$ cat src/rtl/conway_pkg.sv
// ============================================================================
//  Module      : conway_pkg
//  Description : Shared types for the serial Game-of-Life grid: the host
//                mode encoding, the controller state encoding and a helper
//                for counter widths.
//  Options     : CONWAY_WRAP_EN (toroidal neighbour lookup in conway_next_gen)
//  Revision    : 1.0 - initial release
// ============================================================================
`default_nettype none

package conway_pkg;

   // Host command presented on the mode port.
   typedef enum logic [1:0] {
      MODE_IDLE   = 2'b00,
      MODE_LOAD   = 2'b01,
      MODE_RUN    = 2'b10,
      MODE_OUTPUT = 2'b11
   } mode_e;

   // Controller state.
   typedef enum logic [2:0] {
      S_IDLE      = 3'd0,
      S_LOAD      = 3'd1,
      S_LOAD_FULL = 3'd2,
      S_RUN       = 3'd3,
      S_HALT      = 3'd4,
      S_OUTPUT    = 3'd5,
      S_OUT_END   = 3'd6
   } state_e;

   // Width of an index able to address n items (at least one bit).
   function automatic int idx_width(input int n);
      return (n > 1) ? $clog2(n) : 1;
   endfunction

endpackage

`default_nettype wire

$ cat src/rtl/conway_if.sv
// ============================================================================
//  Module      : conway_if
//  Description : Host-side signal bundle of the serial Game-of-Life grid.
//                The host drives data_in/mode and observes the rest.
//  Options     : none
//  Revision    : 1.0 - initial release
// ============================================================================
`default_nettype none

interface conway_if #(
   parameter int GEN_W = 16
) ();
   logic             data_in;
   logic [1:0]       mode;
   logic             data_out;
   logic             load_done;
   logic             out_done;
   logic             stable;
   logic [GEN_W-1:0] gen_count;

   modport master (
      output data_in, mode,
      input  data_out, load_done, out_done, stable, gen_count
   );

   modport slave (
      input  data_in, mode,
      output data_out, load_done, out_done, stable, gen_count
   );
endinterface

`default_nettype wire

$ cat src/rtl/conway_next_gen.sv
// ============================================================================
//  Module      : conway_next_gen
//  Description : Combinational B3/S23 next-generation array. Each cell counts
//                its eight neighbours; off-grid neighbours read as dead unless
//                toroidal wrap is enabled.
//  Options     : CONWAY_WRAP_EN - neighbour row/col taken modulo grid size
//  Revision    : 1.0 - initial release
// ============================================================================
`default_nettype none

module conway_next_gen #(
   parameter int GRID_WIDTH  = 8,
   parameter int GRID_HEIGHT = 8
) (
   input  logic [GRID_WIDTH*GRID_HEIGHT-1:0] i_grid,
   output logic [GRID_WIDTH*GRID_HEIGHT-1:0] o_next
);

   for (genvar r = 0; r < GRID_HEIGHT; r++) begin : g_row
      for (genvar c = 0; c < GRID_WIDTH; c++) begin : g_col
         logic [8:0] w_nb;
         logic [3:0] w_cnt;

         // 3x3 window around (r,c); k = 4 is the cell itself and never counts.
         for (genvar k = 0; k < 9; k++) begin : g_nb
            localparam int c_rr = r + (k / 3) - 1;
            localparam int c_cc = c + (k % 3) - 1;
            if (k == 4) begin : g_self
               assign w_nb[k] = 1'b0;
            end
`ifdef CONWAY_WRAP_EN
            else begin : g_wrap
               localparam int c_wr = (c_rr + GRID_HEIGHT) % GRID_HEIGHT;
               localparam int c_wc = (c_cc + GRID_WIDTH) % GRID_WIDTH;
               assign w_nb[k] = i_grid[c_wr*GRID_WIDTH + c_wc];
            end
`else
            else if (c_rr < 0 || c_rr >= GRID_HEIGHT ||
                     c_cc < 0 || c_cc >= GRID_WIDTH) begin : g_edge
               assign w_nb[k] = 1'b0;
            end
            else begin : g_inner
               assign w_nb[k] = i_grid[c_rr*GRID_WIDTH + c_cc];
            end
`endif
         end

         // Population count of the live neighbours.
         always_comb begin
            w_cnt = '0;
            for (int j = 0; j < 9; j++) begin
               w_cnt = w_cnt + {3'b000, w_nb[j]};
            end
         end

         // Birth on exactly three, survival on two or three.
         assign o_next[r*GRID_WIDTH + c] = (w_cnt == 4'd3) |
                                           (i_grid[r*GRID_WIDTH + c] & (w_cnt == 4'd2));
      end
   end

endmodule

`default_nettype wire

$ cat src/rtl/conway_serial_grid.sv
// ============================================================================
//  Module      : conway_serial_grid
//  Description : Game-of-Life grid with serial load and serial dump. The host
//                selects idle/load/run/output through mode; the action for a
//                mode happens on every clock edge that samples it. Load and
//                run act on the entry edge itself (first bit written, first
//                generation computed); output uses the entry edge to clear the
//                index so data_out is a pure function of registered state.
//  Options     : CONWAY_WRAP_EN - toroidal neighbourhood (see conway_next_gen)
//  Revision    : 1.0 - initial release
// ============================================================================
`default_nettype none

module conway_serial_grid #(
   parameter int GRID_WIDTH  = 8,
   parameter int GRID_HEIGHT = 8,
   parameter int GEN_W       = 16
) (
   input  logic     clk,
   input  logic     reset,
   conway_if.slave  bus
);
   import conway_pkg::*;

   localparam int                   c_n     = GRID_WIDTH * GRID_HEIGHT;
   localparam int                   c_idx_w = idx_width(c_n);
   localparam logic [c_idx_w-1:0]   c_last  = c_idx_w'(c_n - 1);

   state_e              state_q, state_d;
   logic [c_n-1:0]      grid_q, grid_d;
   logic [c_idx_w-1:0]  bit_cnt_q, bit_cnt_d;
   logic [c_idx_w-1:0]  out_idx_q, out_idx_d;
   logic [GEN_W-1:0]    gen_count_q, gen_count_d;
   logic                stable_q, stable_d;
   logic                load_done_q, load_done_d;
   logic                out_done_q, out_done_d;

   logic [c_n-1:0]      w_next_grid;
   mode_e               w_mode;
   logic                w_load_entry;
   logic [c_idx_w-1:0]  w_load_idx;

   conway_next_gen #(
      .GRID_WIDTH  (GRID_WIDTH),
      .GRID_HEIGHT (GRID_HEIGHT)
   ) u_next_gen (
      .i_grid (grid_q),
      .o_next (w_next_grid)
   );

   assign w_mode       = mode_e'(bus.mode);
   // A load that starts from any non-load state begins again at bit 0.
   assign w_load_entry = (state_q != S_LOAD) && (state_q != S_LOAD_FULL);
   assign w_load_idx   = w_load_entry ? '0 : bit_cnt_q;

   // Next-state, grid update and counter logic driven by the sampled mode.
   always_comb begin
      state_d     = state_q;
      grid_d      = grid_q;
      bit_cnt_d   = bit_cnt_q;
      out_idx_d   = out_idx_q;
      gen_count_d = gen_count_q;
      stable_d    = stable_q;
      load_done_d = 1'b0;
      out_done_d  = 1'b0;

      case (w_mode)
         MODE_IDLE: begin
            state_d = S_IDLE;
         end

         MODE_LOAD: begin
            if (state_q != S_LOAD_FULL) begin
               if (w_load_entry) begin
                  stable_d    = 1'b0;
                  gen_count_d = '0;
               end
               // First serial bit lands in the highest-numbered cell.
               grid_d[c_last - w_load_idx] = bus.data_in;
               if (w_load_idx == c_last) begin
                  bit_cnt_d   = w_load_idx;
                  load_done_d = 1'b1;
                  state_d     = S_LOAD_FULL;
               end else begin
                  bit_cnt_d   = w_load_idx + 1'b1;
                  state_d     = S_LOAD;
               end
            end
         end

         MODE_RUN: begin
            if (state_q != S_HALT) begin
               if (w_next_grid == grid_q) begin
                  stable_d = 1'b1;
                  state_d  = S_HALT;
               end else begin
                  grid_d  = w_next_grid;
                  state_d = S_RUN;
                  if (gen_count_q != '1) begin
                     gen_count_d = gen_count_q + 1'b1;
                  end
               end
            end
         end

         MODE_OUTPUT: begin
            if (state_q == S_OUTPUT) begin
               if (out_idx_q == c_last) begin
                  out_done_d = 1'b1;
                  state_d    = S_OUT_END;
               end else begin
                  out_idx_d  = out_idx_q + 1'b1;
               end
            end else if (state_q != S_OUT_END) begin
               out_idx_d = '0;
               state_d   = S_OUTPUT;
            end
         end

         default: begin
            state_d = S_IDLE;
         end
      endcase
   end

   // State, grid and counter registers with asynchronous clear.
   always_ff @(posedge clk or posedge reset) begin
      if (reset) begin
         state_q     <= S_IDLE;
         grid_q      <= '0;
         bit_cnt_q   <= '0;
         out_idx_q   <= '0;
         gen_count_q <= '0;
         stable_q    <= 1'b0;
         load_done_q <= 1'b0;
         out_done_q  <= 1'b0;
      end else begin
         state_q     <= state_d;
         grid_q      <= grid_d;
         bit_cnt_q   <= bit_cnt_d;
         out_idx_q   <= out_idx_d;
         gen_count_q <= gen_count_d;
         stable_q    <= stable_d;
         load_done_q <= load_done_d;
         out_done_q  <= out_done_d;
      end
   end

   assign bus.data_out  = (state_q == S_OUTPUT) ? grid_q[c_last - out_idx_q] : 1'b0;
   assign bus.load_done = load_done_q;
   assign bus.out_done  = out_done_q;
   assign bus.stable    = stable_q;
   assign bus.gen_count = gen_count_q;

endmodule

`default_nettype wire

$ cat src/flat_wrapper.sv
// flat-port wrapper written by rule: the top's interface ports become plain ports
module conway_serial_grid_flat import conway_pkg::*;
#(
   parameter int GRID_WIDTH  = 8,
   parameter int GRID_HEIGHT = 8,
   parameter int GEN_W       = 16
)
  (clk, reset, bus_data_in, bus_mode, bus_data_out, bus_load_done, bus_out_done, bus_stable, bus_gen_count);
  conway_if #(.GEN_W(GEN_W)) bus_i ();
  input  logic clk;
  input  logic reset;
  input wire logic [$bits(bus_i.data_in)-1:0] bus_data_in;
  input wire logic [$bits(bus_i.mode)-1:0] bus_mode;
  output wire logic [$bits(bus_i.data_out)-1:0] bus_data_out;
  output wire logic [$bits(bus_i.load_done)-1:0] bus_load_done;
  output wire logic [$bits(bus_i.out_done)-1:0] bus_out_done;
  output wire logic [$bits(bus_i.stable)-1:0] bus_stable;
  output wire logic [$bits(bus_i.gen_count)-1:0] bus_gen_count;
  assign bus_i.data_in = bus_data_in;
  assign bus_i.mode = bus_mode;
  assign bus_data_out = bus_i.data_out;
  assign bus_load_done = bus_i.load_done;
  assign bus_out_done = bus_i.out_done;
  assign bus_stable = bus_i.stable;
  assign bus_gen_count = bus_i.gen_count;
  conway_serial_grid #(.GRID_WIDTH(GRID_WIDTH), .GRID_HEIGHT(GRID_HEIGHT), .GEN_W(GEN_W)) u_core (.clk(clk), .reset(reset), .bus(bus_i));
endmodule
$ cat config.mk
export PLATFORM = sky130hd
export DESIGN_NAME = conway_serial_grid_flat
export DESIGN_NICKNAME = d
export VERILOG_FILES = /design/src/rtl/conway_pkg.sv /design/src/rtl/conway_if.sv /design/src/rtl/conway_next_gen.sv /design/src/rtl/conway_serial_grid.sv /design/src/flat_wrapper.sv
export SDC_FILE = /design/constraint.sdc
export NUM_CORES = 1
export LEC_CHECK = 0
export BUFFER_PORTS_ARGS = -buffer_cell sky130_fd_sc_hd__buf_2
export CORE_MARGIN = 4
export CORE_UTILIZATION = 50
export DETAILED_ROUTE_END_ITERATION = 16
export GPL_TIMING_DRIVEN = 1
export MAX_ROUTING_LAYER = met4
export PLACE_DENSITY = 0.68
export RECOVER_POWER = 100
export SYNTH_ARGS = -nofsm -noshare
export SYNTH_HDL_FRONTEND = slang
export SYNTH_SLANG_ARGS = --single-unit
$ cat constraint.sdc
create_clock -name clk -period 5.1 [get_ports clk]
set_clock_uncertainty 0.15 [all_clocks]
set_input_delay 1.02 -clock clk [delete_from_list [all_inputs] [get_ports clk]]
set_output_delay 1.02 -clock clk [all_outputs]
set_load 0.1 [all_outputs]
### Word-level counts from Yosys, hierarchy flattened

Index checks and enable logic that the tools add are counted.

| storage, ports and cells | value |
|---|---|
| register bits after elaboration | 98 |
| memories | 0 |
| bits of input ports | 5 |
| output and inout port bits | 20 |
| latch bits | 0 |
| bits in writable memories | 0 |
| bits in read-only memories | 0 |

| cells by class | value |
|---|---|
| shifts and indexed selects | 0 |
| bitwise logic cells | 128 |
| mux-type cells | 40 |
| reduce and logical (&&, ||, !) cells | 11 |
| multipliers | 0 |
| equal/unequal tests | 149 |
| $lt $le $gt $ge | 3 |
| div/mod/pow operators | 0 |
| add/sub/neg operators | 354 |

Operators by type and width:

| cell | number |
|---|---|
| $add A4 B1 Y4 | 184 |
| $eq A4 B2 Y1 const B | 124 |
| $add A3 B1 Y4 | 53 |
| $mux W64 | 3 |
| $add A2 B1 Y3 | 55 |
| $pmux W64 S2 | 1 |
| $add A1 B1 Y2 | 57 |
| $mux W16 | 5 |
| $and A1 B1 Y1 | 64 |
| $bwmux W64 | 1 |
| $eq A64 B64 Y1 | 1 |
| $or A1 B1 Y1 | 64 |
| $pmux W16 S2 | 1 |
| $mux W6 | 5 |
| $mux W3 | 6 |
| $add A16 B1 Y16 const B | 1 |
| $ne A16 B16 Y1 const B | 1 |
| $lt A6 B7 Y1 const B | 2 |
| $mux W1 | 13 |
| $add A6 B1 Y6 const B | 2 |
| $eq A3 B2 Y1 const B | 4 |
| $eq A6 B6 Y1 const B | 2 |
| $pmux W3 S4 | 1 |
| $sub A6 B6 Y6 const A | 2 |
| 21 further kinds | 33 |

### Depth between registers and ports, before layout

Gate-level depths: netlist of run 1.

| logic depth | value |
|---|---|
| word-level depth | 14 |
| depth in mapped cells | 18 |

### Hierarchy

Synthesis of run 1 repeated with hierarchy kept, for this count alone.

| unflattened totals | value |
|---|---|
| cells, all modules | 1,553 |
| area, all modules | 14,522.7 um2 |

Modules (own cells, without submodules):

| module | cells an instance | area an instance (um2) | times used |
|---|---|---|---|
| conway_next_gen | 828 | 7,881.3 | 1 |
| conway_serial_grid | 725 | 6,641.4 | 1 |

### Worst setup path before layout of run 1

No wires, ideal clock.

| timing path | value |
|---|---|
| path type | register to register |
| from | reg u_core.grid_q[38] |
| to | reg u_core.grid_q[44] |
| cell stages (with the launch flop) | 18 |
| slack | -0.455 ns |
| arrival | 5.285 ns |
| buffers on the path | 2 |
| required time | 4.830 ns |
| path through | dfrtp_1 -> inv_1 -> fa_1 -> fa_1 -> fa_1 -> inv_1 -> ha_1 -> fa_1 -> nand2_1 -> or4b_1 -> a32o_1 -> or4b_4 -> nor4_4 -> and4_1 -> buf_4 -> nor2_2 -> buf_2 -> a31o_2 |

| on the way | value |
|---|---|
| word-level cells in the longest chain between the ends | 13 |
| elaborated cells on any way between the ends | 66 |
| classes of those cells | add/sub: 29; eq/ne: 18; bitwise: 18; reduce/logical: 1 |

Ends and longest elaborated chain:

| element | line | text |
|---|---|---|
| start, declared | conway_serial_grid.sv:30 | `logic [c_n-1:0] grid_q, grid_d;` |
| start signal, assigned | conway_serial_grid.sv:139 | `grid_q <= grid_d;` |
| $add A1 B1 Y2 | conway_next_gen.sv:52 | `w_cnt = w_cnt + {3'b000, w_nb[j]};` |
| $add A2 B1 Y3 | conway_next_gen.sv:52 |  |
| $add A3 B1 Y4 | conway_next_gen.sv:52 |  |
| $add A4 B1 Y4 (4 in series) | conway_next_gen.sv:52 |  |
| $eq A4 B2 Y1 | conway_next_gen.sv:58 | `(i_grid[r*GRID_WIDTH + c] & (w_cnt == 4'd2));` |
| $and A1 B1 Y1 | conway_next_gen.sv:58 |  |
| $or A1 B1 Y1 | conway_next_gen.sv:57 | `assign o_next[r*GRID_WIDTH + c] = (w_cnt == 4'd3) \|` |
| $eq A64 B64 Y1 * | conway_serial_grid.sv:93 | `if (w_next_grid == grid_q) begin` |
| $ne A2 B2 Y1 (no source line) * | n/a |  |
| $reduce_and A4 Y1 (no source line) * | n/a |  |

Mark *: on every way between the ends. The rest lies on a longest branch, timed or not.
A chain may end at the register's enable or synchronous reset.

### Worst setup path after layout of run 1

| timing path | value |
|---|---|
| from | reg u_core.grid_q[38] |
| to | reg u_core.gen_count_q[9], in the netlist u_core.bus.gen_count[9] |

| on the way | value |
|---|---|
| word-level cells in the longest chain between the ends | 13 |
| elaborated cells on any way between the ends | 66 |
| classes of those cells | add/sub: 29; eq/ne: 18; bitwise: 18; reduce/logical: 1 |

Ends and longest elaborated chain:

| element | line | text |
|---|---|---|
| $add A1 B1 Y2 | conway_next_gen.sv:52 |  |
| $add A2 B1 Y3 | conway_next_gen.sv:52 |  |
| $add A3 B1 Y4 | conway_next_gen.sv:52 |  |
| $add A4 B1 Y4 (4 in series) | conway_next_gen.sv:52 |  |
| $eq A4 B2 Y1 | conway_next_gen.sv:58 |  |
| $and A1 B1 Y1 | conway_next_gen.sv:58 |  |
| $or A1 B1 Y1 | conway_next_gen.sv:57 |  |
| $eq A64 B64 Y1 * | conway_serial_grid.sv:93 |  |
| $ne A2 B2 Y1 (no source line) * | n/a |  |
| $reduce_and A6 Y1 (no source line) * | n/a |  |
| end signal, assigned | conway_serial_grid.sv:142 | `gen_count_q <= gen_count_d;` |
| end, declared | conway_serial_grid.sv:33 | `logic [GEN_W-1:0] gen_count_q, gen_count_d;` |

Marked as above.

==> flow_metrics.tcl, run 1 <==
set metrics [dict create \
    h-tree-depth 3 \
    die_h_um 189 \
    cts-root-buf "clkbuf_16" \
    slowest_delay_ns 0.55 \
    rsz0062_at_grt "yes" \
    critPathMaxFanout 6 \
    wl_met2_um 31200 \
    clock.fmax_ghz 0.180 \
    ys_seq_area_frac 0.149 \
    status "finished with violations" \
    yosys-top-cells-area "fa_1 (24%), dfrtp_1 (15%), ha_1 (11%)" \
    placed_area_um2 19400 \
    worst-setup-path-type "flop to flop" \
    slew_headroom -1.11 \
    firstDrtPassIters 8 \
    syn_avg_cell_area_um2 8.81 \
    wl_met3_um 9360 \
    dr.first_iter.drc_count 2224 \
    path_clk_slew_ns 0.09 \
    ys_ff_latch 98 \
    cts_buffers 9 \
    max_slew.worst_pin.slew_ns 3.15 \
    async_flop_share 1.00 \
    fin_ws_ns -0.443 \
    fin_nets 2548 \
    nFillCells 2775 \
    grt_use_total 0.424 \
    path_cells "inv_4 -> fa_1 -> fa_1 -> fa_1 -> inv_1 -> ha_2 -> fa_1 -> nand2_1 -> or4b_1 -> a32o_2 -> or4b_4 -> nor4_4 -> buf_4 -> and4_4 -> buf_12 -> buf_12 -> buf_8 -> a2bb2oi_2 -> nand2_1" \
    wl_per_cell_um 27.9 \
    synth_edf_count 0 \
    dp_slack_ns -0.644 \
    antenna_found_initial 3 \
    design_area_um2 21200 \
    final_layout_size_suffix_gt1_frac 0.283 \
    cap_violations 2 \
    synth_area_um2 16400 \
    finalSetupViolCount 85 \
    grt_pass1_vias 16800 \
    start_kind "flop" \
    die-area_um2 35800 \
    drt_wl_total_um 74000 \
    clk_latency_ns 0.38 \
    pin_count 25 \
    place.gp.congestion 1.06 \
    regArea_um2 2460 \
    multi_input_area_um2 13500 \
    dp_hpwl_um 57300 \
    ant_nets 0 \
    post-route-period-util 1.09 \
    hold_buffers 0 \
    synth_flop_cell "dfrtp_1" \
    required_ns 5.21 \
    row_count 66 \
    drc 0 \
    failed_checks "capacitance limit, slew limit, setup timing" \
    arrival_ns 5.66 \
    die_x_um 189 \
    cts.sinks 98 \
    yosys.area.top_type_share 0.239 \
    cpMaxStageDelayCell "fa_1" \
    synth_warnings 0 \
    period_minus_slack_ns 5.54 \
    synth_cells 1864 \
    portBuffers 24 \
    synth.distinct_cells 83 \
    core-area_um2 32500 \
    grt_max_degree 61 \
    vias 17300 \
    wl_met1_um 29100 \
    grt_pass1_wl_um 110000 \
    drv_slew 81 \
    end_kind "flop" \
    routed_via_density 6.53 \
    grt_overflow_total 0 \
    clockBufferDepth 2 \
    synth_top_cell_by_area "fa_1" \
    hold_violations 0 \
    critPathMostFrequentCell "fa_1" \
    syn_nets 2211 \
    area_growth_pct 29.2 \
    top_layer "met4" \
    min_path_type "flop to flop" \
    start_util 0.506 \
    cts_tree "yes" \
]
## metal layers
metal / up-vias / GRT usage
met4: 0 / 0.177
met1: 8562 / 0.575
met3: 271 / 0.111
li1: 7282 / -
met5: - / -
met2: 1187 / 0.609
## sequential cells by signal (all words and copies together) (netlist names)
| name | flops |
|---|---|
| u_core.bus.stable | 1 |
| u_core.bus.out_done | 1 |
| u_core.bit_cnt_q | 6 |
| u_core.grid_q | 64 |
| u_core.state_q | 3 |
| u_core.bus.gen_count | 16 |
| u_core.out_idx_q | 6 |
| u_core.bus.load_done | 1 |
## kinds of logic after synthesis
kind of cell	after synthesis	share of synthesized area
AOI/OAI and AO/OA	448	0.179
adders and majority gates	342	0.350
muxes	41	0.0411
buffers and inverters	361	0.0843
and+or+nand+nor	569	0.193
DFF	98	0.149
xor gates and xnor gates	5	0.00267
## synth_stat cells (all sizes together), types with 15 or more instances
| cell type | count |
|---|---|
| o211ai | 15 |
| a221oi | 16 |
| dfrtp | 98 |
| nand2b | 43 |
| clkbuf | 59 |
| nor4 | 18 |
| nor2b | 18 |
| nand4 | 34 |
| nand3 | 41 |
| nor4bb | 21 |
| mux4 | 21 |
| mux2i | 19 |
| inv | 288 |
| o21ai | 93 |
| nor2 | 129 |
| ha | 146 |
| and3b | 20 |
| a21oi | 137 |
| nand2 | 100 |
| nand3b | 22 |
| nor3 | 26 |
| and3 | 16 |
| a31oi | 28 |
| or3 | 25 |
| fa | 196 |
## timing repair
item | 4_1_cts | 5_1_grt
cloned | 4 | 1
gates resized for setup | 198 | 84
endpoints found under the setup margin | 84 | 84
pin swaps | 96 | 57
setup buffers | 39 | 12
## worst paths after layout
check / startpoint / to / slack [ns] / depth (start not counted)
worst max register to register: u_core.grid_q[38] / u_core.bus.gen_count[9] / -0.44 / 19
worst min register to register: u_core.bus.stable / u_core.bus.stable / 0.40 / 2
worst max-delay path: u_core.grid_q[38] / u_core.bus.gen_count[9] / -0.44 / 19
max in group asynchronous: reset / u_core.grid_q[51] / 1.01 / 3
worst min-delay path: u_core.bus.stable / u_core.bus.stable / 0.40 / 2
min in group asynchronous: reset / u_core.out_idx_q[0] / 1.39 / 2
## cells in the final DEF, fill, tap and decap left out, types with 11 or more instances in the layout
master	n
a21oi_1	100
a21oi_2	26
a21oi_4	11
a221oi_2	13
a22o_1	13
a31oi_1	22
and3_1	15
and3b_1	19
buf_12	14
buf_4	314
buf_6	33
clkbuf_1	23
dfrtp_1	92
fa_1	192
ha_1	135
inv_1	263
inv_2	15
mux2i_1	17
mux4_2	21
nand2_1	97
nand2b_1	42
nand3_1	35
nand3b_1	22
nand4_1	34
nor2_1	125
nor2b_1	17
nor3_1	20
nor4_1	15
nor4bb_1	21
o211ai_1	15
o21ai_0	77
o21ai_2	12
or3_1	18
## area by class of cell
| cell class | instances | share of cell area |
|---|---|---|
| Timing Repair Buffer | 399 | 0.155 |
| Sequential cell | 98 | 0.116 |
| Clock buffer | 9 | 0.0106 |
| Multi-Input combinational cell | 1405 | 0.637 |
| Clock inverter | 6 | 0.00236 |
| Tap cell | 442 | 0.0261 |
| Inverter | 288 | 0.0524 |
| Antenna cell | 3 | 0.000354 |
## worst max-delay path: cells and delay by family, from the launching register on
kind / cells / cell delay (ns)
AOI/OAI and AO/OA: 2 / 0.43
and+or+nand+nor: 6 / 1.58
adders and majority gates: 5 / 2.22
buffers and inverters: 6 / 0.60
DFF: 1 / 0.42
## stage by stage
step	cells	utilization	hold slack (ns)	TNS [ns]
after CTS	2639	0.640	0.395	-16.12
after floorplan	1864	-	0.382	-0.175
after global placement	2583	0.598	0.372	-47.81
final	2650	0.654	0.397	-28.01
after detailed placement	2583	0.598	0.371	-39.27
after global routing	2650	0.654	0.419	-39.84
Power of run 1 is left out: the tool's default activity adds up to more than one toggle a clock period on the data nets, which glitch-free logic cannot reach.
==> run 2, diff against run 1 <==
PLACE_DENSITY = 0.66   (was 0.68)
SETUP_SLACK_MARGIN = 0.4   (was default)
SLEW_MARGIN = 40   (was default)
clock period = 6.7 ns   (was 5.1 ns; I/O delays follow)
==> run 2 against run 1 <==
  * The run ends with capacitance limit, slew limit left
  * Register-to-register slack improved by 0.74 ns
  * Die area did not move
  * Maximum frequency fell by 13%
  * Cell count fell by 10%
  * Final area fell by 15%
==> flow_metrics.tcl, run 2 (synthesis gave the netlist of run 1 again) <==
set metrics [dict create \
    place.gp.congestion 1.14 \
    h-tree-depth 3 \
    final_layout_size_suffix_gt1_frac 0.0979 \
    grt_use_total 0.386 \
    pin_count 25 \
    core-area_um2 32500 \
    end_kind "flop" \
    cts_buffers 9 \
    ant_nets 0 \
    cts_tree "yes" \
    finalSetupViolCount 0 \
    grt_overflow_total 0 \
    routed_via_density 6.62 \
    tns_ns 0 \
    wl_per_cell_um 28.3 \
    critPathMaxFanout 7 \
    start_util 0.506 \
    clockBufferDepth 2 \
    area_growth_pct 9.62 \
    hold_violations 0 \
    worst-setup-path-type "flop to flop" \
    hold_slack_ns 0.410 \
    top_register "u_core.grid_q" \
    hold_buffers 0 \
    ff2ff_setup_slack_ns 0.30 \
    drt_wl_total_um 67400 \
    dr.first_iter.drc_count 1998 \
    cts.sinks 98 \
    nFillCells 3026 \
    antenna_found_initial 5 \
    failed_checks "capacitance limit, slew limit" \
    arrival_ns 6.52 \
    drv_slew 121 \
    portBuffers 24 \
    path_clk_slew_ns 0.08 \
    row_count 66 \
    largest_reg_flops 64 \
    max_slew.worst_pin.slew_ns 3.36 \
    vias 15800 \
    clock.fmax_ghz 0.156 \
    min_path_type "flop to flop" \
    required_ns 6.82 \
    dp_hpwl_um 52700 \
    clk_latency_ns 0.39 \
    drc 0 \
    rsz0062_at_grt "yes" \
    grt_pass1_vias 14900 \
    slew_headroom -1.25 \
    firstDrtPassIters 9 \
    cts-root-buf "clkbuf_16" \
    start_kind "flop" \
    post-route-period-util 0.955 \
    utilization 0.555 \
    status "finished with violations" \
    grt_max_degree 65 \
    die_h_um 189 \
    die_x_um 189 \
    fin_nets 2273 \
    cap_violations 3 \
    layout_common_cells "inv_1 (280), fa_1 (196), ha_1 (145)" \
    final_common_cell "inv_1" \
    die-area_um2 35800 \
    grt_pass1_wl_um 99400 \
    period_minus_slack_ns 6.40 \
]
run 2: layout make-up:
| class | count | area (um2) | share of cell area |
|---|---|---|---|
| Clock inverter | 6 | 96.3 | 0.00535 |
| Multi-Input combinational cell | 1405 | 12700 | 0.706 |
| Antenna cell | 5 | 12.5 | 0.000695 |
| Timing Repair Buffer | 124 | 846 | 0.0470 |
| Inverter | 288 | 1100 | 0.0614 |
| Tap cell | 442 | 553 | 0.0307 |
| Clock buffer | 10 | 229 | 0.0127 |
| Sequential cell | 98 | 2460 | 0.137 |
run 2: worst paths after layout:
| kind | to | from | depth (start not counted) |
|---|---|---|---|
| min in group asynchronous | u_core.state_q[0] | reset | 2 |
| worst min register to register | u_core.bus.gen_count[14] | u_core.bus.gen_count[14] | 2 |
| worst min-delay path | u_core.bus.gen_count[14] | u_core.bus.gen_count[14] | 2 |
| worst max register to register | u_core.grid_q[11] | u_core.grid_q[11] | 16 |
| worst max-delay path | u_core.grid_q[11] | u_core.grid_q[11] | 16 |
| max in group asynchronous | u_core.out_idx_q[1] | reset | 3 |
run 2: per-stage QoR:
step	cells	cell area, um2	setup WS (ns)
3_3_place_gp	2336	17500	0.309
6_report	2378	18000	0.301
3_5_place_dp	2336	17500	0.210
2_1_floorplan	1864	16400	1.15
5_1_grt	2378	18000	0.203
4_1_cts	2355	17900	0.420
run 2: per-layer routing:
| layer | vias up | share of wire | GRT usage |
|---|---|---|---|
| li1 | 6712 | - | - |
| met1 | 7715 | 0.39 | 0.519 |
| met2 | 1092 | 0.42 | 0.544 |
| met3 | 231 | 0.13 | 0.112 |
| met4 | 0 | 0.061 | 0.175 |
| met5 | - | 0 | - |
run 2: critical path, stage by stage (launching register included):
cell       delay, ns
dfrtp_1         0.58
inv_1           0.32
fa_1            0.58
fa_1            0.53
fa_1            0.55
inv_1           0.05
ha_1            0.22
fa_1            0.56
inv_1           0.05
o311ai_0        0.77
o2111ai_1       0.35
nor4_1          0.23
and4_1          0.29
and4_1          0.28
nor2_1          0.19
clkbuf_2        0.31
a221oi_1        0.29
run 2: timing repair:
item	in CTS	in global routing
endpoints found under the setup margin	35	21
hold endpoints to repair	0	0
gates cloned	0	0
gates resized for setup	2	18
setup buffers	3	17
Power of run 2 is left out for the same reason.
